[config.mk]
export PLATFORM = sky130hd
export DESIGN_NAME = ifetch_prefetch_queue
export DESIGN_NICKNAME = d
export VERILOG_FILES = /design/src/rtl/ifetch_prefetch_queue.sv
export SDC_FILE = /design/constraint.sdc
export NUM_CORES = 1
export LEC_CHECK = 0
export BUFFER_PORTS_ARGS = -buffer_cell sky130_fd_sc_hd__buf_4
export CAP_MARGIN = 20
export CORE_MARGIN = 2
export CORE_UTILIZATION = 37
export CTS_CLUSTER_DIAMETER = 120
export DETAILED_ROUTE_END_ITERATION = 10
export PLACE_DENSITY = 0.59
export REMOVE_ABC_BUFFERS = 1
export SYNTH_ARGS = -nofsm -noshare
export SYNTH_HDL_FRONTEND = slang
export SYNTH_SLANG_ARGS = --single-unit
[constraint.sdc]
create_clock -name clk -period 4 [get_ports clk]
set_input_delay 0.8 -clock clk [delete_from_list [all_inputs] [get_ports clk]]
set_output_delay 0.8 -clock clk [all_outputs]
set_load 0.02 [all_outputs]
[src/rtl/ifetch_prefetch_queue.sv]
// Instruction fetch prefetch queue: sequential word fetcher with a small PC/instruction FIFO.
// Optional combinational bypass of an ack straight to the outputs when the queue is empty is
// enabled by defining IFQ_BYPASS_EN; the default build is fully registered.
module ifetch_prefetch_queue #(
  parameter int unsigned DEPTH    = 4,
  parameter logic [31:0] RESET_PC = 32'h0000_0000
) (
  input  logic                     clk,
  input  logic                     rst,
  output logic                     imem_req,
  output logic [31:0]              imem_addr,
  input  logic                     imem_ack,
  input  logic [31:0]              imem_data,
  output logic [31:0]              inst_out,
  output logic [31:0]              pc_out,
  output logic                     inst_valid,
  input  logic                     inst_ready,
  input  logic                     redirect,
  input  logic [31:0]              redirect_pc,
  output logic [$clog2(DEPTH):0]   level
);

  localparam int unsigned PtrW = $clog2(DEPTH);
  localparam int unsigned CntW = PtrW + 1;
  localparam logic [CntW-1:0] DepthC = CntW'(DEPTH);

  typedef enum logic [1:0] {StIdle, StWait, StDrop} state_e;

  state_e            state_q, state_d;
  logic [31:0]       fetch_pc_q, fetch_pc_d;
  logic [31:0]       req_addr_q, req_addr_d;
  logic [CntW-1:0]   count_q, next_count;
  logic [PtrW-1:0]   rd_ptr_q, wr_ptr_q;
  logic [31:0]       pc_mem   [DEPTH];
  logic [31:0]       inst_mem [DEPTH];

  logic              ack_ok;
  logic              fifo_empty;
  logic              byp_valid;
  logic              byp_take;
  logic              push;
  logic              pop;
  logic              room;

  // Handshake qualification, push/pop decisions and the room check shared by FSM and FIFO
  always_comb begin
    fifo_empty = (count_q == '0);
    // An ack only counts while a live (non-discarded) request is outstanding
    ack_ok     = (state_q == StWait) && imem_ack && !redirect;
`ifdef IFQ_BYPASS_EN
    byp_valid  = fifo_empty && ack_ok;
    byp_take   = byp_valid && inst_ready;
`else
    byp_valid  = 1'b0;
    byp_take   = 1'b0;
`endif
    // A bypassed word consumed in its ack cycle never enters the FIFO
    push       = ack_ok && !byp_take;
    // Redirect wins over a pop even if the head is being accepted
    pop        = !fifo_empty && inst_ready && !redirect;
    next_count = count_q + {{PtrW{1'b0}}, push} - {{PtrW{1'b0}}, pop};
    room       = (next_count < DepthC);
  end

  // Fetch FSM state register
  always_ff @(posedge clk or negedge rst) begin
    if (!rst) begin
      state_q <= StIdle;
    end else begin
      state_q <= state_d;
    end
  end

  // Fetch FSM next state, fetch PC and request address
  always_comb begin
    state_d    = state_q;
    fetch_pc_d = fetch_pc_q;
    req_addr_d = req_addr_q;
    if (redirect) begin
      fetch_pc_d = redirect_pc;
    end
    case (state_q)
      StIdle: begin
        if (!redirect && room) begin
          state_d    = StWait;
          req_addr_d = fetch_pc_q;
        end
      end
      StWait: begin
        if (redirect) begin
          // Same-cycle ack is simply dropped; otherwise wait out the stale response
          state_d = imem_ack ? StIdle : StDrop;
        end else if (imem_ack) begin
          fetch_pc_d = fetch_pc_q + 32'd4;
          if (room) begin
            req_addr_d = fetch_pc_q + 32'd4;
          end else begin
            state_d = StIdle;
          end
        end
      end
      StDrop: begin
        if (imem_ack) begin
          state_d = StIdle;
        end
      end
      default: state_d = StIdle;
    endcase
  end

  // Fetch PC and held request address
  always_ff @(posedge clk or negedge rst) begin
    if (!rst) begin
      fetch_pc_q <= RESET_PC;
      req_addr_q <= '0;
    end else begin
      fetch_pc_q <= fetch_pc_d;
      req_addr_q <= req_addr_d;
    end
  end

  // FIFO pointers and occupancy; redirect clears everything
  always_ff @(posedge clk or negedge rst) begin
    if (!rst) begin
      count_q  <= '0;
      rd_ptr_q <= '0;
      wr_ptr_q <= '0;
    end else if (redirect) begin
      count_q  <= '0;
      rd_ptr_q <= '0;
      wr_ptr_q <= '0;
    end else begin
      count_q <= next_count;
      if (push) begin
        wr_ptr_q <= wr_ptr_q + 1'b1;
      end
      if (pop) begin
        rd_ptr_q <= rd_ptr_q + 1'b1;
      end
    end
  end

  // FIFO storage; cleared on reset so the outputs read zero out of reset
  always_ff @(posedge clk or negedge rst) begin
    if (!rst) begin
      for (int unsigned i = 0; i < DEPTH; i++) begin
        pc_mem[PtrW'(i)]   <= '0;
        inst_mem[PtrW'(i)] <= '0;
      end
    end else if (push) begin
      pc_mem[wr_ptr_q]   <= fetch_pc_q;
      inst_mem[wr_ptr_q] <= imem_data;
    end
  end

  // Memory-side and downstream outputs
  always_comb begin
    imem_req   = (state_q != StIdle);
    imem_addr  = req_addr_q;
    level      = count_q;
    inst_valid = !fifo_empty || byp_valid;
    inst_out   = inst_mem[rd_ptr_q];
    pc_out     = pc_mem[rd_ptr_q];
    if (byp_valid) begin
      inst_out = imem_data;
      pc_out   = fetch_pc_q;
    end
  end

endmodule

==> results.json <==
{
  "async_flop_share_pct": 100.0,
  "synth_ff_type": "dfrtp_1",
  "synth-simple-area-share_pct": 6.254,
  "drive_gt1_share_pct": 46.27,
  "antenna_found_initial": 1,
  "wirelength_um": 35370,
  "synthXorXnorAreaFrac_pct": 3.589,
  "htree_num_levels": 2,
  "fp.dieH_um": 204.6,
  "grt_max_degree": 95,
  "p_sw_share_pct": 32.08,
  "rsz0062_at_grt": "false",
  "power_density_nw_per_um2": 707.6,
  "end_kind": "flop",
  "finalSetupViolations": 0,
  "syn_to_final_growth_pct": 21.40,
  "viasPerCell": 5.108,
  "post_cts_buffers": 0,
  "synth_edf_count": 0,
  "setup_ws_ns": 0.4979,
  "cts-root-buf": "clkbuf_16",
  "drc": 0,
  "synth_mux_area_share_pct": 28.88,
  "initial_core_util_pct": 37.46,
  "synth_top_family_by_area": "multiplexers",
  "post_drt_wl_per_cell_um": 19.94,
  "netlist_area_um2": 14890,
  "synth_compound_area_share_pct": 2.480,
  "dp_hpwl_um": 22740,
  "tns_ns": 0,
  "grt_pass1_wl_um": 55880,
  "drv_cap": 0,
  "slew_violations": 0,
  "holdBufCountCts": 0,
  "worstSkewPairLatency_ns": 0.54,
  "row_count": 73,
  "cts_buffer_depth": 3,
  "intPower_mw": 8.685,
  "p_seq_share_pct": 37.7,
  "startpoint_type": "flop",
  "critPathMaxStageDelay_ns": 0.54,
  "antenna_left": 0,
  "synthDistinctLibCells": 35,
  "p_comb_share_pct": 34.6,
  "gp_congestion": 0.7414,
  "power_mw": 12.79,
  "relSlewSlack_pct": 21.75,
  "ys_warn_count": 0,
  "grt-ovfl-total": 0,
  "num_vias": 9062,
  "ys_seq_elements": 329,
  "p_switching_mw": 4.102,
  "hp-class": "in2async",
  "grt_pass1_vias": 9542,
  "path_max_fanout": 28,
  "grt_usage_pct": 17.49,
  "synth_fa_ha_area_share_pct": 0.7229,
  "whs_ns": 0.2714,
  "final-hold-violation-count": 0,
  "port_buffers": 169,
  "clock-sinks": 329,
  "cts_made_buffers": 38,
  "leakage_nw": 8.382,
  "n_fill_cell": 3652,
  "required_ns": 4.45,
  "ir_drop_uv": 416.9,
  "status": "finished clean",
  "crit_start": "level[1]$_DFF_PN0_",
  "io_pins": 170,
  "pwr-share-clk_pct": 27.7,
  "critPathSlowestCell": "nand3b_1",
  "preCtsSetupSlack_ns": 0.1579,
  "ys_seq_area_share_pct": 55.31,
  "worstSetupPathType": "reg2reg",
  "skew_ns": 0.008853,
  "crit_path_cell_trace": "or3_1 -> nand2_1 -> nor2_1 -> ha_1 -> inv_1 -> ha_1 -> inv_1 -> fa_1 -> xor2_1 -> xnor2_1 -> nand3b_1 -> buf_12 -> o21ai_0",
  "fin_cells": 1774,
  "first_pass_iters": 4,
  "final_nets": 1295,
  "coreArea_um2": 39730,
  "timing.final.crit_share_pct": 87.55,
  "period_needed_ns": 3.502,
  "ctsResizeCount": 0,
  "worst_slew_pin_slew_ns": 1.169,
  "cts.reportedPaths.clkPinSlew_ns": 0.06,
  "arrival_ns": 3.95,
  "cts_tree": "yes",
  "drtIter0Drc": 351,
  "fmax_mhz": 285.5,
  "dieArea_um2": 41850,
  "worstReg2RegStart": "level[1]$_DFF_PN0_",
  "syn_avg_cell_area_um2": 13.81,
  "dp.cells": 1703,
  "syn_inst": 1078,
  "die_w_um": 204.6
}
## per-stage QoR
stage	area [um^2]	util [%]
after floorplan	14500	-
after global placement	16770	42.22
after detailed placement	16770	42.22
after CTS	18070	45.47
after global routing	18070	45.47
final	18070	45.48
## logic make-up after synthesis
| group | count (synthesis) |
|---|---|
| flip-flops | 329 |
| AND/OR/NAND/NOR | 192 |
| XOR/XNOR | 61 |
| buffers and inverters | 98 |
| adder cells (fa/ha/maj) | 8 |
| multiplexers | 318 |
| AO/OA/AOI/OAI | 72 |
## registers in the layout, indices dropped and copies added, names as in the netlist
| name | cells |
|---|---|
| pc_mem | 128 |
| state_q | 2 |
| fetch_pc_q | 32 |
| rd_ptr_q | 2 |
| inst_mem | 128 |
| imem_addr | 32 |
| level | 3 |
| wr_ptr_q | 2 |
## final timing paths
check | end | slack, ns | depth (start not counted)
min reg2reg | pc_mem[14]$_DFFE_PN0P_ | 0.48 | 2
max reg2reg | imem_addr[8]$_DFFE_PN0P_ | 0.50 | 13
min in group clk | fetch_pc_q[15]$_DFF_PN0_ | 0.47 | 3
max in group asynchronous | pc_mem[53]$_DFFE_PN0P_ | 2.77 | 2
max | imem_addr[8]$_DFFE_PN0P_ | 0.50 | 13
min | inst_mem[122]$_DFFE_PN0P_ | 0.27 | 1
## Yosys cell counts, drive strengths merged, types with 2 or more instances
cell type	number	area share, %
mux2i	2	0.13
or2	2	0.10
o21a	2	0.10
and2	2	0.084
nand2	85	2.1
a21oi	2	0.067
nor2	22	0.55
and2b	2	0.10
o21ai	67	2.3
mux2	252	19
or3	2	0.12
xnor2	15	0.88
ha	7	0.59
xor2	46	2.7
nand3	28	0.94
nand4	24	1.0
nand3b	3	0.24
clkbuf	52	1.3
dfrtp	329	55
nor2b	3	0.13
and3	6	0.25
buf	39	1.3
nor3	6	0.20
and4	5	0.29
mux4	64	9.7
inv	7	0.18
## final cells by class
class	instances	area [um^2]	area share (%)
multi-input cells	651	6271	34.70
well taps	525	656.9	3.635
repair buffers	191	1579	8.738
clock inverters	9	95.09	0.5262
inverters	7	26.28	0.1454
diodes	2	5.005	0.02770
flip-flops and latches	329	8240	45.60
clock buffers	60	1197	6.626
## layer usage
| metal | vias up | wire [um] | global-route usage [%] |
|---|---|---|---|
| met4 | 0 | 632 | 4.943 |
| met1 | 4683 | 16280 | 24.02 |
| met3 | 43 | 2092 | 4.216 |
| met2 | 181 | 16370 | 27.67 |
| met5 | - | 0 | 0 |
| li1 | 4155 | - | - |
## power by group through the flow
stage          combinational [mW]  clock [mW]  sequential [mW]
6_report                     4.43        3.54             4.82
3_3_place_gp                 4.45           0             4.85
3_5_place_dp                 4.51           0             4.88
2_1_floorplan                2.52           0             4.96
5_1_grt                      4.80        3.79             4.94
4_1_cts                      4.52        3.66             4.83
## critical path, delay by kind of cell, from the launching register on
family                     cells  cell delay, ns
and+or+nand+nor                4            1.14
adders and majority gates      3            0.77
buffers and inverters          3            0.49
DFF                            1            0.42
xor gates and xnor gates       2            0.41
AOI/OAI and AO/OA              1            0.18
## placed cells by master (no fill, tap or decap), types with 3 or more instances in the layout
master       n
clkbuf_8    10
nor2b_1      3
and3_1       6
clkinv_2     7
nand4_1     24
buf_4      179
dfrtp_1    327
buf_12      11
nand2_4      4
mux2_2     252
o21ai_0     67
nand3_1     28
inv_1        7
ha_1         7
xor2_1      46
nor2_1      22
nand2_1     81
xnor2_1     15
clkbuf_16   41
and4_1       5
clkbuf_1     9
nor3_1       6
mux4_2      64
No activity file was read; power rests on OpenSTA's default activity.
